[src/rtl/branch_predictor_pkg.sv]
// Shared LC-3b types used by the fetch-stage branch predictor.
// BTB entry layout, PHT counter type and the saturating counter step.
package lc3b_types;

    typedef logic [15:0] lc3b_word;

    localparam int BP_IDX_BITS = 4;
    localparam int BP_TAG_BITS = 15 - BP_IDX_BITS;

    typedef logic [1:0] pht_cnt_t;

    localparam pht_cnt_t PHT_INIT = 2'b01;

    typedef struct packed {
        logic                   valid;
        logic                   uc;
        logic [BP_TAG_BITS-1:0] tag;
        lc3b_word               target;
    } btb_entry_t;

    // Two-bit saturating step: up on taken, down on not-taken, clamp at 00/11.
    function automatic pht_cnt_t pht_next(input pht_cnt_t cnt, input logic taken);
        if (taken)
            return (cnt == 2'b11) ? cnt : cnt + 2'd1;
        else
            return (cnt == 2'b00) ? cnt : cnt - 2'd1;
    endfunction

endpackage

[src/rtl/branch_predictor_pht_array.sv]
// Pattern history table: 2-bit saturating counters with a combinational
// read port and one write port driven by branch resolution.
module pht_array
    import lc3b_types::*;
#(
    parameter int IDX_BITS = BP_IDX_BITS
) (
    input  logic                clk,
    input  logic                reset,
    input  logic [IDX_BITS-1:0] rd_idx,
    output logic                rd_taken,
    input  logic                upd_en,
    input  logic [IDX_BITS-1:0] upd_idx,
    input  logic                upd_taken
);

    localparam int ENTRIES = 1 << IDX_BITS;

    pht_cnt_t cnt [ENTRIES];

    // NOTE: every counter is reset explicitly, which keeps the array in flops
    // rather than RAM; a RAM macro could not be cleared in a single cycle.
    always_ff @(posedge clk) begin
        if (reset) begin
            for (int i = 0; i < ENTRIES; i++)
                cnt[i] <= PHT_INIT;
        end else if (upd_en) begin
            // NOTE: non-blocking, so a read of the same counter this cycle
            // still returns the pre-update value.
            cnt[upd_idx] <= pht_next(cnt[upd_idx], upd_taken);
        end
    end

    assign rd_taken = cnt[rd_idx][1];

endmodule

[src/rtl/branch_predictor.sv]
// Fetch-stage branch predictor: direct-mapped BTB plus gshare PHT,
// looked up combinationally from if_pc and trained from MEM-stage resolution.
module branch_predictor
    import lc3b_types::*;
#(
    parameter int IDX_BITS = BP_IDX_BITS,
    parameter int TAG_BITS = 15 - IDX_BITS
) (
    input  logic                clk,
    input  logic                reset,
    input  logic [15:0]         if_pc,
    output logic                btb_hit,
    output logic                btb_uc,
    output logic [15:0]         btb_target,
    output logic                pht_out,
    output logic [IDX_BITS-1:0] pht_idx,
    input  logic                upd_valid,
    input  logic [15:0]         upd_pc,
    input  logic [15:0]         upd_target,
    input  logic                upd_taken,
    input  logic                upd_uncond,
    input  logic [IDX_BITS-1:0] upd_pht_idx
);

    localparam int ENTRIES = 1 << IDX_BITS;

    btb_entry_t          btb [ENTRIES];
    btb_entry_t          rd_entry;
    btb_entry_t          wr_entry;
    logic [IDX_BITS-1:0] ghr;
    logic [IDX_BITS-1:0] bidx;
    logic [IDX_BITS-1:0] ubidx;
    logic [TAG_BITS-1:0] tag;
    logic                alloc;
    logic                cond_upd;

    // Lookup
    assign bidx     = if_pc[IDX_BITS:1];
    assign tag      = if_pc[15:IDX_BITS+1];
    assign pht_idx  = bidx ^ ghr;
    assign rd_entry = btb[bidx];

    assign btb_hit    = rd_entry.valid && (rd_entry.tag == tag);
    assign btb_uc     = btb_hit && rd_entry.uc;
    assign btb_target = rd_entry.target;

    // Training: only taken or unconditional branches allocate; conditionals
    // alone train the PHT and shift the (non-speculative) history.
    assign ubidx    = upd_pc[IDX_BITS:1];
    assign alloc    = upd_valid && (upd_taken || upd_uncond);
    assign cond_upd = upd_valid && !upd_uncond;
    assign wr_entry = '{valid: 1'b1, uc: upd_uncond, tag: upd_pc[15:IDX_BITS+1], target: upd_target};

    always_ff @(posedge clk) begin
        if (reset) begin
            for (int i = 0; i < ENTRIES; i++)
                btb[i] <= '0;
            ghr <= '0;
        end else begin
            if (alloc)
                btb[ubidx] <= wr_entry;
            if (cond_upd)
                ghr <= {ghr[IDX_BITS-2:0], upd_taken};
        end
    end

    pht_array #(
        .IDX_BITS (IDX_BITS)
    ) u_pht (
        .clk       (clk),
        .reset     (reset),
        .rd_idx    (pht_idx),
        .rd_taken  (pht_out),
        .upd_en    (cond_upd),
        .upd_idx   (upd_pht_idx),
        .upd_taken (upd_taken)
    );

endmodule

[config.mk]
export PLATFORM = sky130hd
export DESIGN_NAME = branch_predictor
export DESIGN_NICKNAME = d
export VERILOG_FILES = /design/src/rtl/branch_predictor_pkg.sv /design/src/rtl/branch_predictor_pht_array.sv /design/src/rtl/branch_predictor.sv
export SDC_FILE = /design/constraint.sdc
export NUM_CORES = 1
export LEC_CHECK = 0
export ABC_AREA = 1
export CAP_MARGIN = 40
export CORE_MARGIN = 4
export CORE_UTILIZATION = 55
export CTS_CLUSTER_DIAMETER = 150
export DETAILED_ROUTE_END_ITERATION = 12
export GPL_ROUTABILITY_DRIVEN = 1
export PLACE_DENSITY = 0.79
export SETUP_SLACK_MARGIN = 0.2
export SLEW_MARGIN = 20
export SYNTH_ARGS = -nofsm -noshare
export SYNTH_HDL_FRONTEND = slang
export SYNTH_HIERARCHICAL = 1
export SYNTH_SLANG_ARGS = --single-unit
export TNS_END_PERCENT = 20
[constraint.sdc]
create_clock -name clk -period 5.9 [get_ports clk]
set_input_delay 0.885 -clock clk [delete_from_list [all_inputs] [get_ports clk]]
set_output_delay 0.885 -clock clk [all_outputs]
set_load 0.005 [all_outputs]
-- Word-level counts from Yosys, hierarchy flattened
Memories as Yosys holds them, arrays and structs flattened.
Cells that the tools add are included.
- add/subtract/negate cells: 2
- equal/unequal tests: 2
- muxes and demuxes: 19
- bitwise gates (word level): 1
- reduce and logical (&&, ||, !) cells: 9
- operator list (kind ; count):
    29-bit two-way mux ; 1
    29-bit OR reduction ; 1
    2-bit two-way mux ; 6
    11-bit equality test ; 1
    1-bit two-way mux ; 10
    4-bit two-way mux ; 2
    1-bit logical AND ; 4
    4-bit XOR ; 1
    2-bit by 1-bit adder with 2-bit output, second input constant ; 1
    2-bit equality test, second input constant ; 1
    2-bit logical NOT ; 1
    2-bit OR reduction ; 1
    2-bit by 1-bit subtractor with 2-bit output, second input constant ; 1
    1-bit logical NOT ; 1
    1-bit logical OR ; 1
- bits in registers: 4
- RAM bits: 496
- output and inout bits: 23
- memories kept: 2
- memory list (memory ; words ; width ; rd ports ; clocked after Yosys merged registers in ; write ports ; line ; source):
    btb ; 16 ; 29 ; 1 ; 0 ; 16 ; branch_predictor.sv:27 ; btb_entry_t btb [ENTRIES];
    u_pht.cnt ; 16 ; 2 ; 2 ; 0 ; 16 ; branch_predictor_pht_array.sv:19 ; pht_cnt_t cnt [ENTRIES];

-- Depth between registers and ports, before layout
- word-level depth: 7
- depth in mapped cells: 16
- depth with buffers taken out: 14

-- By module
Netlist, hierarchy kept.
- by module, submodules not included (module ; instances ; cells each ; area an instance (sq um) ; sequential area each (sq um)):
    branch_predictor ; 1 ; 2104 ; 20988.9 ; 13853.3
    pht_array ; 1 ; 246 ; 1928.1 ; 960.9

-- Worst setup path before layout
Ideal clock, no wire load.
- path kind: input -> output
- from: input if_pc[1]
- to: output pht_out
- data arrival time: 2.701 ns
- data required time: 5.015 ns
- path slack: 2.314 ns
- stages on the path: 11
- buffers on the path: 5
- cells stage by stage: buf_4 > buf_2 > buf_2 > buf_2 > xor2_1 > buf_1 > o21ai_0 > nand2_1 > o21ai_0 > o211ai_1 > nand2_1
- longest elaborated chain between the ends: 2
- ends and longest elaborated chain (element ; line ; source):
    start, declared ; branch_predictor.sv:11 ; input logic [15:0] if_pc,
    4-bit XOR ; branch_predictor.sv:40 ; assign pht_idx = bidx ^ ghr;
    named net pht_idx[0] ; branch_predictor.sv:16 ; output logic [IDX_BITS-1:0] pht_idx,
    memory 16 x 2 bit ; n/a ;
    end, declared ; branch_predictor.sv:15 ; output logic pht_out,
The timed path passes the listed nets, and every way through them passes these cells.

-- Worst setup path after layout
- from: input if_pc[1]
- to: output btb_uc
- longest elaborated chain between the ends: 4
- ends and longest elaborated chain (element ; line ; source):
    memory 16 x 29 bit * ; n/a ;
    11-bit equality test ; branch_predictor.sv:43 ; assign btb_hit = rd_entry.valid && (rd_entry.tag == tag);
    1-bit logical AND ; branch_predictor.sv:43 ;
    1-bit logical AND * ; branch_predictor.sv:44 ; assign btb_uc = btb_hit && rd_entry.uc;
    end, declared ; branch_predictor.sv:13 ; output logic btb_uc,
Every way passes the cells marked *; elsewhere a longest branch is shown, timed or not.

==> impl_metrics.sql <==
INSERT INTO impl_metrics (metric_group, metric, value, unit) VALUES
('outcome', 'status', 'finished clean', ''),
('placed_design', 'dpl.hpwl', '35410', 'µm'),
('final_layout', 'layout-drive-gt1-share', '0.06190', ''),
('sta', 'timing.slew.headroom', '0.4271', ''),
('yosys', 'synth.cell_area', '0.02292', 'mm²'),
('min_path', 'min_path_cells', '2', ''),
('detailed_routing', 'dr.pass1.iters', '6', ''),
('yosys', 'synth.yosys.warnings', '6', ''),
('global_route', 'grt_first_pass_wirelength', '97540', 'µm'),
('floorplanning', 'die_h', '212.1', 'µm'),
('yosys', 'post_synth_fa_ha_maj_area_fraction', '0', ''),
('cts', 'cts-resized-gates', '0', ''),
('worst_setup_path', 'crit_type', 'in2out', ''),
('cts', 'clock_insertion_delay_worst_skew', '0.58', 'ns'),
('worst_setup_path', 'worstRegToRegCells', '10', ''),
('yosys', 'syn-instance-count', '2350', ''),
('sta', 'period_needed', '4.861', 'ns'),
('cts', 'cts-root-buf', 'sky130_fd_sc_hd__clkbuf_16', ''),
('sta', 'finClkSkew', '0.005910', 'ns'),
('cts', 'postCtsHoldBufs', '0', ''),
('yosys', 'total_of_flip_flops_plus_latches_after_synthesis', '500', ''),
('power', 'ir_worst_vdd', '0.2365', 'mV'),
('sta', 'maximum_operating_frequency', '205.7', 'MHz'),
('floorplanning', 'boundaryPins', '80', ''),
('global_route', 'initial_antenna_violation_count', '0', ''),
('power', 'power.density_cell_area', '307.5', 'mW/mm²'),
('worst_setup_path', 'setup.reg_to_reg.worst_slack', '3.88', 'ns'),
('yosys', 'synthSimpleGateAreaFrac', '0.2079', ''),
('yosys', 'synth_fp_nets', '2407', ''),
('sta', 'timing.setup.tns', '0', 'ns'),
('yosys', 'syn-mean-instance-area', '9.752', 'µm²'),
('placed_design', 'routability_cong', '0.8967', ''),
('min_path', 'hold_start', 'btb[12][28]', ''),
('yosys', 'synth-edff-count', '480', ''),
('yosys', 'share_of_the_synthesized_area_in_compound_gates_ao_oa_aoi_oai', '0.08075', ''),
('yosys', 'synth_sequential_area_ratio', '0.6464', ''),
('floorplanning', 'die_x', '212.1', 'µm'),
('global_route', 'grtUsageTotal', '0.2841', ''),
('yosys', 'dominant_combinational_cell_family_by_area_after_synthesis', 'simple AND/OR/NAND/NOR gates', ''),
('cts', 'cts_setup_buffers', '0', ''),
('floorplanning', 'placementRows', '74', ''),
('cts', 'clock_sinks', '500', ''),
('detailed_routing', 'totalWireLength', '64600', 'µm'),
('yosys', 'share_of_flip_flops_with_an_asynchronous_set_or_reset_after_synthesis', '0', ''),
('detailed_routing', 'routed_wire_length_per_instance', '22.10', 'µm'),
('yosys', 'synth_top_cell_area_share', '0.6290', ''),
('final_layout', 'commonest_non_fill_non_tap_cell_in_the_layout', 'sky130_fd_sc_hd__nor2_1', ''),
('global_route', 'grt_start_max_net_pins', '139', ''),
('final_layout', 'postLayoutCoreUtil', '0.6257', ''),
('worst_setup_path', 'crit_path_end_kind', 'output port', ''),
('yosys', 'synth_ff_type', 'sky130_fd_sc_hd__edfxtp_1', ''),
('final_layout', 'area_of_combinational_cells_with_multiple_inputs', '0.006679', 'mm²'),
('floorplanning', 'start_util', '0.5587', ''),
('detailed_routing', 'drt_first_iter_violations', '2252', ''),
('final_layout', 'most-common-layout-cells', 'sky130_fd_sc_hd__nor2_1, sky130_fd_sc_hd__edfxtp_1, sky130_fd_sc_hd__nand2_1', ''),
('cts', 'cts.htree.levels', '2', ''),
('yosys', 'synth_top_cells_by_area', 'sky130_fd_sc_hd__edfxtp_1, sky130_fd_sc_hd__nor2_1, sky130_fd_sc_hd__nand2_1, sky130_fd_sc_hd__o21ai_0, sky130_fd_sc_hd__nand3_1', ''),
('detailed_routing', 'route.detailed.drc', '0', ''),
('worst_setup_path', 'crit-reg2reg-launch', 'u_pht/cnt[5][1]', ''),
('worst_setup_path', 'worst-endpoint-arrival', '3.98', 'ns'),
('cts', 'tritoncts', 'done', ''),
('sta', 'min_period_over_period', '0.8239', ''),
('worst_setup_path', 'worst_r2r_endpoint', 'u_pht/cnt[5][1]', ''),
('yosys', 'post-synth-top-area-cell', 'sky130_fd_sc_hd__edfxtp_1', ''),
('min_path', 'hold_class', 'reg2reg', ''),
('floorplanning', 'die-area', '0.04500', 'mm²'),
('power', 'leakage', '9.905', 'nW'),
('detailed_routing', 'antenna_violating_nets_post_route', '0', ''),
('yosys', 'post_synth_xor_area_fraction', '0.001529', ''),
('flow_run', 'max_cap_violations', '0', ''),
('global_route', 'grt_overflow_total', '0', '');
==> sequential cells by signal, summed over array words and instances, names as in the netlist <==
name,flops
ghr,4
btb,464
u_pht/cnt,32
==> through the flow <==
step | total power, mW | worst slack (ns) | hold slack (ns) | instances | area (µm²)
floorplan | 4.614 | 2.314 | 0.4219 | 2350 | 22920
global placement | 4.864 | 0.9810 | 0.4324 | 2825 | 23940
detailed placement | 4.898 | 1.004 | 0.4349 | 2829 | 24030
CTS | 7.870 | 0.9753 | 0.4500 | 2918 | 25570
global route | 8.125 | 0.8910 | 0.4683 | 2923 | 25670
finish | 7.893 | 1.039 | 0.4470 | 2923 | 25670
==> power breakdown <==
group          switching, mW  total (mW)  internal (mW)
sequential            0.0494        4.12           4.07
clock                   1.31        3.04           1.73
combinational          0.510       0.734          0.224
total                   1.87        7.89           6.03
==> Yosys cell counts (15+ instances only) <==
master,count
sky130_fd_sc_hd__buf_2,40
sky130_fd_sc_hd__o211ai_1,33
sky130_fd_sc_hd__a21oi_1,20
sky130_fd_sc_hd__dfxtp_1,20
sky130_fd_sc_hd__inv_1,153
sky130_fd_sc_hd__buf_4,15
sky130_fd_sc_hd__nand3_1,149
sky130_fd_sc_hd__edfxtp_1,480
sky130_fd_sc_hd__o21ai_1,15
sky130_fd_sc_hd__o221ai_1,51
sky130_fd_sc_hd__nand2_1,342
sky130_fd_sc_hd__nor2_1,677
sky130_fd_sc_hd__clkbuf_1,115
sky130_fd_sc_hd__o21ai_0,168
==> worst max-delay path, stage by stage <==
cell	delay (ns)
sky130_fd_sc_hd__buf_6	0.10
sky130_fd_sc_hd__buf_16	0.35
sky130_fd_sc_hd__buf_12	0.51
sky130_fd_sc_hd__nor2_1	0.12
sky130_fd_sc_hd__nor2_1	0.10
sky130_fd_sc_hd__o21ai_0	0.10
sky130_fd_sc_hd__nand3_1	0.13
sky130_fd_sc_hd__nand3_1	0.14
sky130_fd_sc_hd__nand2_1	0.10
sky130_fd_sc_hd__nand2_1	0.05
sky130_fd_sc_hd__nand2_1	0.05
sky130_fd_sc_hd__nand2_1	0.05
sky130_fd_sc_hd__nor2_1	0.13
sky130_fd_sc_hd__nand2_1	0.14
sky130_fd_sc_hd__nor2_1	0.29
sky130_fd_sc_hd__clkdlybuf4s50_1	0.57
==> worst max path at each step <==
stage                     startpoint  slack (ns)       to
final                       if_pc[1]        1.04   btb_uc
after global routing        if_pc[1]        0.89   btb_uc
after CTS                   if_pc[1]        0.98   btb_uc
after detailed placement    if_pc[1]        1.00   btb_uc
after global placement      if_pc[1]        0.98   btb_uc
after floorplan             if_pc[1]        2.31  pht_out
==> area by class of cell <==
| class | count | share of cell area |
|---|---|---|
| sequential | 500 | 0.5772 |
| multi-input combinational | 1509 | 0.2602 |
| timing repair buffer | 134 | 0.05333 |
| clock buffer | 68 | 0.05294 |
| tap | 532 | 0.02593 |
| inverter | 159 | 0.02350 |
| clock inverter | 21 | 0.006874 |
==> cell families (layout without fill, tap and decap cells) <==
logic type             Yosys count  after routing
buffers and inverters          341            382
AO/OA/AOI/OAI                  306            306
multiplexers                     3              3
AND/OR/NAND/NOR               1196           1196
flip-flops                     500            500
XOR/XNOR                         4              4
==> routing by layer <==
metal  global-route usage  part of all wire  up-vias
li1                     -                 -     7898
met1               0.3680              0.35     8391
met2               0.4579              0.47     1262
met3              0.06596              0.13      218
met4               0.1339             0.049        0
met5                    0                 0        -
Power figures use the tool's default switching activity.
==> patch, RTL diff (same flow settings) <==
Change the package constant `BP_IDX_BITS` from 4 to 3.
--- a/src/rtl/branch_predictor_pkg.sv
+++ b/src/rtl/branch_predictor_pkg.sv
@@ -6,3 +6,3 @@
 
-    localparam int BP_IDX_BITS = 4;
+    localparam int BP_IDX_BITS = 3;
     localparam int BP_TAG_BITS = 15 - BP_IDX_BITS;
Interface: changed (resized pht_idx and upd_pht_idx); port bits go from 80 to 78. No check against the original RTL was run, so the function may have changed too.
==> patch against the original RTL <==
  * Sequential cell count is 241 lower
  * Area after synthesis is 47% lower
  * Setup slack gained 0.068 ns
  * Combinational power fell by 44%
  * Wire length down 54%
  * Cell area is 46% lower
  * Highest routed layer unchanged
  * Critical endpoint unchanged
  * Register-to-register slack gained 0.49 ns
  * Largest power group unchanged
  * Maximum frequency grew 1.4%
  * Power decreased by 47%
==> patch: results (changes against the original RTL) <==
metric;value;unit;change
htree_levels;1;;was 2
r2r-end;u_pht/cnt[6][0]$_SDFFCE_PN1P_;;was u_pht/cnt[5][1]$_SDFFCE_PN0P_
synth_edf_count;248;;was 480
dp_hpwl;16.9;mm;was 35.4 mm
vias;9231;;was 17.8k
async_flop_share;0;%;unchanged
synth_cell_types;28;;was 33
worst_setup_hold_path_clk_slew;0.06;ns;about the same
cpMaxStageDelayCell;buf_4;;was clkdlybuf4s50_1
io_buffers;75;;was 77
grt_max_degree;76;;was 139
ir_drop;0.301;mV;was 0.237 mV
finClkSkew;0.00389;ns;was 0.00591 ns
min_to;btb[2][29]$_SDFFE_PP1P_;;was btb[12][28]$_SDFFE_PP1P_
gp_congestion;0.833;;was 0.897
cp_max_fo;75;;was 138
ys.flop_type;edfxtp_1;;unchanged
p_leak;5.75;nW;was 9.90 nW
yosysSeqAreaShare;63.3;%;was 64.6%
arrival;3.91;ns;was 3.98 ns
final_nets;1432;;was 2,410
outcome;finished, final reports clean;;unchanged
tightest_slew;0.811;ns;was 0.857 ns
biggestRegsByFlops;btb: 240 flops, u_pht/cnt: 16 flops, ghr: 3 flops;;was btb: 464 flops, u_pht/cnt: 32 flops, ghr: 4 flops
vias_per_cell;5.51;;was 6.08
synth_area_per_cell;9.18;sq um;was 9.75 sq um
clkLatencyLatePin;0.51;ns;was 0.58 ns
num_antenna_cells;0;;unchanged
layout-drive-gt1-share;5.16;%;was 6.19%
reg2reg_slack;4.37;ns;was 3.88 ns
postCtsSetupRepairBufs;0;;unchanged
netlist_top_cells_count;426 x nor2_1, 248 x edfxtp_1, 206 x nand2_1, 131 x inv_1, 79 x nand3_1;;was 677 x nor2_1, 480 x edfxtp_1, 342 x nand2_1, 168 x o21ai_0, 153 x inv_1
routedWlPerCell;17.7;microns;was 22.1 microns
synth_area_leaders;edfxtp_1 61%, nor2_1 13%, nand2_1 6.4%;;was edfxtp_1 63%, nor2_1 11%, nand2_1 5.6%
crit_path_max_incr_delay;0.75;ns;was 0.57 ns
cts_buffers;26;;was 49
worstHoldStart;btb[2][29]$_SDFFE_PP1P_;;was btb[12][28]$_SDFFE_PP1P_
dp_cells;1626;;was 2,829
firstDrtPassIters;5;;was 6
grt_pass1_vias;9113;;was 17.1k
drt_iter0_drc;1008;;was 2,252
grt_pass1_wl;46.6;mm;was 97.5 mm
worstReg2RegStart;u_pht/cnt[3][1]$_SDFFCE_PN0P_;;was u_pht/cnt[5][1]$_SDFFCE_PN0P_
final_hold_viol_count;0;;unchanged
rr_worst_depth;8;;was 10
track_usage;24.1;%;was 28.4%
==> patch: kinds of logic after synthesis <==
logic type             after synthesis  share of synthesized area (%)
AND/OR/NAND/NOR                    725                           23.7
flip-flops                         259                           63.3
buffers and inverters              210                           7.27
AO/OA/AOI/OAI                      123                           5.55
XOR/XNOR                             3                          0.217
==> patch: power by group <==
part | leakage (nW) | switching (W) | internal, W
clock | 0.403 | 0.000653 | 0.000933
sequential | 2.45 | 0.0000279 | 0.00212
combinational | 2.89 | 0.000265 | 0.000147
==> patch: per-layer routing <==
metal | vias to the layer above | wire length, microns | track usage [%]
li1 | 4401 | - | -
met1 | 4341 | 11600 | 32.3
met2 | 425 | 14500 | 41.5
met3 | 64 | 2800 | 3.37
met4 | 0 | 729 | 7.11
met5 | - | 0 | 0
==> patch: cell type report <==
type | instances | area (sq um)
clock buffer | 38 | 759
clock inverter | 10 | 67.6
fill | 1728 | 7850
inverter | 137 | 514
multi-input combinational | 851 | 3570
sequential | 259 | 7670
tap | 280 | 350
timing repair buffer | 101 | 978
==> patch: worst max path at each step <==
stage | startpoint | endpoint | slack, ns | cells past startpoint
finish | if_pc[1] | btb_uc | 1.11 | 13
global route | if_pc[1] | btb_uc | 0.84 | 15
CTS | if_pc[1] | btb_uc | 1.12 | 13
detailed placement | if_pc[1] | btb_uc | 1.14 | 15
global placement | if_pc[1] | btb_uc | 1.15 | 13
floorplan | if_pc[1] | pht_out | 2.56 | 10
==> patch: through the flow <==
stage          hold WS (ns)  utilization, %  setup slack (ns)  cell area, sq um  power, W
6_report              0.458            63.9              1.11             13900   0.00414
5_1_grt               0.477            63.9             0.843             13900   0.00429
4_1_cts               0.456            63.8              1.12             13900   0.00416
3_5_place_dp          0.442            60.0              1.14             13000   0.00259
3_3_place_gp          0.437            59.8              1.15             13000   0.00257
2_1_floorplan         0.427               -              2.56             12100   0.00242
==> patch: worst register-to-register path: stages, from the launching register on <==
cell	delay [ns]
edfxtp_1	0.38
inv_1	0.12
nand2_1	0.06
nand3_1	0.12
nand3_1	0.08
nor2_1	0.14
nand2_1	0.09
nand2_2	0.16
nand3_1	0.11
